`src/rtl/adder_seq_ctrl.sv`:
```
// adder_seq_ctrl: sequencing controller for a SIZE-bit accumulating adder.
// Takes a run of `count` operands over a valid/ready stream, adds them into
// SUM one per cycle, applies CI to the first addition only, and keeps CO as a
// sticky overflow flag for the whole run.
module adder_seq_ctrl #(
  parameter int SIZE  = 16,
  parameter int CNT_W = 8
) (
  input  logic             clk,
  input  logic             rst,
  input  logic             start,
  input  logic [CNT_W-1:0] count,
  input  logic             CI,
  input  logic             abort,
  input  logic [SIZE-1:0]  op_data,
  input  logic             op_valid,
  output logic             op_ready,
  output logic             busy,
  output logic             done,
  output logic [SIZE-1:0]  SUM,
  output logic             CO
);

  typedef enum logic [1:0] {
    IDLE = 2'd0,
    ACC  = 2'd1,
    DONE = 2'd2
  } state_t;

  state_t           state_q, state_d;
  logic [SIZE-1:0]  sum_q, sum_d;
  logic             co_q, co_d;
  logic [CNT_W-1:0] remaining_q, remaining_d;
  logic             carry_pending_q, carry_pending_d;

  logic             handshake;
  logic [SIZE:0]    add_full;

  // The adder sees the pending carry-in only on the first addition of a run;
  // the extra top bit is the carry-out of this addition.
  assign add_full  = {1'b0, sum_q} + {1'b0, op_data} + {{SIZE{1'b0}}, carry_pending_q};
  // op_ready is decoded from state, so a handshake can only happen in ACC.
  assign handshake = op_valid && op_ready;

  // State and datapath registers; synchronous reset overrides everything.
  always_ff @(posedge clk) begin
    // NOTE: sequential state uses non-blocking assignments so every register
    // samples the pre-edge values, independent of statement order.
    if (rst) begin
      state_q         <= IDLE;
      sum_q           <= '0;
      co_q            <= 1'b0;
      remaining_q     <= '0;
      carry_pending_q <= 1'b0;
    end else begin
      state_q         <= state_d;
      sum_q           <= sum_d;
      co_q            <= co_d;
      remaining_q     <= remaining_d;
      carry_pending_q <= carry_pending_d;
    end
  end

  // Next-state and next-datapath logic.
  always_comb begin
    // NOTE: every signal gets a hold default first so no path leaves it
    // unassigned, which would otherwise infer a latch.
    state_d         = state_q;
    sum_d           = sum_q;
    co_d            = co_q;
    remaining_d     = remaining_q;
    carry_pending_d = carry_pending_q;

    unique case (state_q)
      IDLE: begin
        if (start) begin
          sum_d = '0;
          co_d  = 1'b0;
          if (count != '0) begin
            remaining_d     = count;
            carry_pending_d = CI;
            state_d         = ACC;
          end else begin
            state_d = DONE;
          end
        end
      end

      ACC: begin
        if (abort) begin
          // Abort beats a same-cycle handshake; the operand is not consumed.
          sum_d   = '0;
          co_d    = 1'b0;
          state_d = IDLE;
        end else if (handshake) begin
          sum_d           = add_full[SIZE-1:0];
          co_d            = co_q | add_full[SIZE];
          carry_pending_d = 1'b0;
          remaining_d     = remaining_q - CNT_W'(1);
          if (remaining_q == CNT_W'(1)) begin
            state_d = DONE;
          end
        end
      end

      DONE: begin
        state_d = IDLE;
      end

      default: begin
        state_d = IDLE;
      end
    endcase
  end

  // Outputs decoded from the state register only.
  always_comb begin
    op_ready = 1'b0;
    busy     = 1'b0;
    done     = 1'b0;
    unique case (state_q)
      ACC: begin
        op_ready = 1'b1;
        busy     = 1'b1;
      end
      DONE:    done = 1'b1;
      default: ;
    endcase
  end

  assign SUM = sum_q;
  assign CO  = co_q;

endmodule

```
`config.mk`:
```
export PLATFORM = sky130hd
export DESIGN_NAME = adder_seq_ctrl
export DESIGN_NICKNAME = d
export VERILOG_FILES = /design/src/rtl/adder_seq_ctrl.sv
export SDC_FILE = /design/constraint.sdc
export NUM_CORES = 1
export LEC_CHECK = 0
export BUFFER_PORTS_ARGS = -buffer_cell sky130_fd_sc_hd__clkbuf_2
export CAP_MARGIN = 10
export CORE_MARGIN = 2
export CORE_UTILIZATION = 54
export DETAILED_ROUTE_END_ITERATION = 12
export PLACE_DENSITY = 0.8
export REMOVE_ABC_BUFFERS = 1
export SLEW_MARGIN = 30
export SYNTH_ARGS = -nofsm -noshare
export SYNTH_HDL_FRONTEND = slang
export SYNTH_SLANG_ARGS = --single-unit
```
`constraint.sdc`:
```
create_clock -name clk -period 2.75 [get_ports clk]
set_clock_uncertainty 0.2 [all_clocks]
set_input_delay 0.55 -clock clk [delete_from_list [all_inputs] [get_ports clk]]
set_output_delay 0.55 -clock clk [all_outputs]
set_load 0.01 [all_outputs]
```
==> results_dict.tcl <==
set metrics [dict create \
    status "complete, no violations" \
    yosysMostFrequentCell "a21oi_1" \
    boundaryPins 50 \
    min_path_type "register to register" \
    synth_warnings 0 \
    fin_util_pct 66.2 \
    diodes 0 \
    clk_pin_slew_worst_paths_ns 0.10 \
    grtUsageTotal_pct 22.6 \
    cts_resized 0 \
    dpl.cell_count 351 \
    firstDrtPassIters 4 \
    fmax_ghz 0.409 \
    r2r_start "SUM[0]" \
    root_buffer "clkbuf_8" \
    synth_cells 258 \
    peakVddDrop_mv 0.261 \
    slew_headroom_pct 58.9 \
    routed_wl_microns 4610 \
    drc 0 \
    dr_total_vias 2040 \
    final-hold-violation-count 0 \
    nets 357 \
    maxCapViolations 0 \
    fin_hold_ws_ns 0.280 \
    p_leak_uw 0.00111 \
    gp_congestion 0.847 \
    setup_viol 0 \
    hold_start "carry_pending_q" \
    finalSetupTns_ns 0 \
    clock_path_buffers 2 \
    crit_chain "fa_1, inv_1, fa_1, nor2b_1, o211ai_1, a31o_2, a21oi_1, or3_1, a32o_1" \
    critPathTopFamily "compound AO/OA/AOI/OAI gates" \
    drive_gt1_share_pct 22.5 \
    core_area_sq_um 3660 \
    worstSetupEndpointType "register" \
    overflow 0 \
    worstPathRequired_ns 2.72 \
    grt_pass1_vias 1868 \
    vias_per_cell 5.75 \
    ys_ff_latch 28 \
    cp.depth 9 \
    criticalPathCategory "register to register" \
    place.detailed.hpwl_microns 3650 \
    synth_cell_types 52 \
    period_share_pct 88.9 \
    worstMarginPinSlew_ns 0.613 \
    yosys.area.top_type "dfxtp_1" \
    die-height_microns 65.8 \
    reg2reg_depth 9 \
    synthArstFlopShare_pct 0 \
    whs_path_depth 2 \
    r2r_end "SUM[12]" \
    crit_fanout 3 \
    grt_pass1_wl_microns 7870 \
    synth_common_cells "a21oi_1, dfxtp_1, nor2_1" \
    area_growth_pct 17.5 \
    cp-start-kind "register" \
    cts_inserted_buffers 3 \
    critPathBufInv 1 \
    rsz0062_at_grt "no" \
    fp.dieW_microns 65.8 \
    cts_setup_buffers 0 \
    pwr_density_cell_nw_per_um2 399 \
    crit_top_cell "fa_1" \
    drt_iter0_markers 110 \
    finalCriticalPeriod_ns 2.44 \
    synthTopCellsByArea "dfxtp_1, ha_1, a21oi_1, nor2_1, o21ai_0" \
    row_count 22 \
    synth-seq-area-share_pct 27.2 \
    yosysTopAreaCellShare_pct 27.2 \
    synth_edf_count 0 \
    htreeDepth 1 \
    cts_tree "yes" \
    io_buffers 49 \
    stdcell_count 355 \
    dieArea_sq_um 4330 \
    grt_max_degree 21 \
    ys.flop_type "dfxtp_1" \
    netlist_area_sq_um 2060 \
    r2r_slack_ns 0.31 \
    hold_path_end "carry_pending_q" \
    drtAntennaViolNets 0 \
    initial_utilization_pct 56.4 \
    ctsHoldBuffers 0 \
    avgRoutedWirePerCell_microns 13.0 \
    final_max_slew_viol_count 0 \
    worstPathArrival_ns 2.42 \
    max_stage_delay_ns 0.44 \
    syn_avg_cell_area_sq_um 8.00 \
    worstSkewPairLatency_ns 0.27 \
    clock_sinks 28 \
    critPathSlowestCell "fa_1" \
    antenna_found_initial 0 \
]
[registers in the layout (all words and copies together), names as in the netlist]
name,count
state_q,2
SUM,16
remaining_q,8
carry_pending_q,1
CO,1
[report_power, final]
| group | leakage [uW] | switching [uW] | internal [uW] |
|---|---|---|---|
| combinational | 0.000849 | 154 | 113 |
| sequential | 0.000228 | 21.6 | 427 |
| clock | 0.0000288 | 122 | 128 |
| total | 0.00111 | 298 | 669 |
[metrics by stage]
stage	worst slack (ns)	area (sq um)	total power [uW]
floorplan	0.158	2010	634
global placement	0.0557	2370	722
detailed placement	0.0220	2370	724
CTS	0.290	2420	978
global route	0.115	2420	1030
finish	0.305	2420	967
[worst register-to-register path, cell delays in order (launching register included)]
cell and delay (ns):
dfxtp_1 0.35, fa_1 0.44, inv_1 0.08, fa_1 0.18, nor2b_1 0.06, o211ai_1 0.21
a31o_2 0.21, a21oi_1 0.08, or3_1 0.32, a32o_1 0.24
[layout by cell type, fill, tap and decap left out, types with 5 or more instances in the layout]
| cell type | instances |
|---|---|
| xor2_1 | 7 |
| nand2_1 | 20 |
| nor2b_1 | 5 |
| o211ai_1 | 5 |
| clkbuf_2 | 49 |
| inv_1 | 13 |
| a22o_1 | 9 |
| nor2_1 | 27 |
| nand2b_1 | 5 |
| a211oi_1 | 5 |
| ha_1 | 17 |
| buf_4 | 7 |
| a22oi_1 | 6 |
| o21ai_0 | 18 |
| nor3_1 | 7 |
| dfxtp_1 | 28 |
| a21oi_1 | 29 |
[how the worst max path moves through the flow]
stage | from | end
6_report | SUM[0] | SUM[12]
5_1_grt | SUM[0] | CO
4_1_cts | SUM[0] | SUM[12]
3_5_place_dp | op_data[0] | SUM[12]
3_3_place_gp | op_data[0] | SUM[12]
2_1_floorplan | op_data[0] | SUM[12]
[final cells by class]
type | count | area [sq um]
well taps | 48 | 60.1
flip-flops and latches | 28 | 561
fillers | 331 | 1240
clock buffers | 4 | 55.1
inverters | 13 | 48.8
multi-input cells | 206 | 1400
repair buffers | 56 | 298
[logic make-up (layout without fill, tap and decap cells)]
kind of cell    count (synthesis)  count (layout)  share of synthesized area [%]
flops                          28              28                           27.2
fa+ha+maj                      19              19                           12.2
xor+xnor                       11              11                           4.67
compound gates                 95              95                           31.5
simple gates                   80              80                           19.0
buf+inv                        24              73                           4.91
mux                             1               1                          0.545
[metal layers]
metal	wire length [microns]	part of all wire (%)	global-route usage (%)	vias to the layer above
met4	24	0.52	4.95	0
met3	270	5.9	3.24	2
met2	2190	48	40.3	64
li1	-	-	-	1047
met5	0	0	0	-
met1	2120	46	28.6	927
Note: power is estimated with default switching activity, not from simulation.
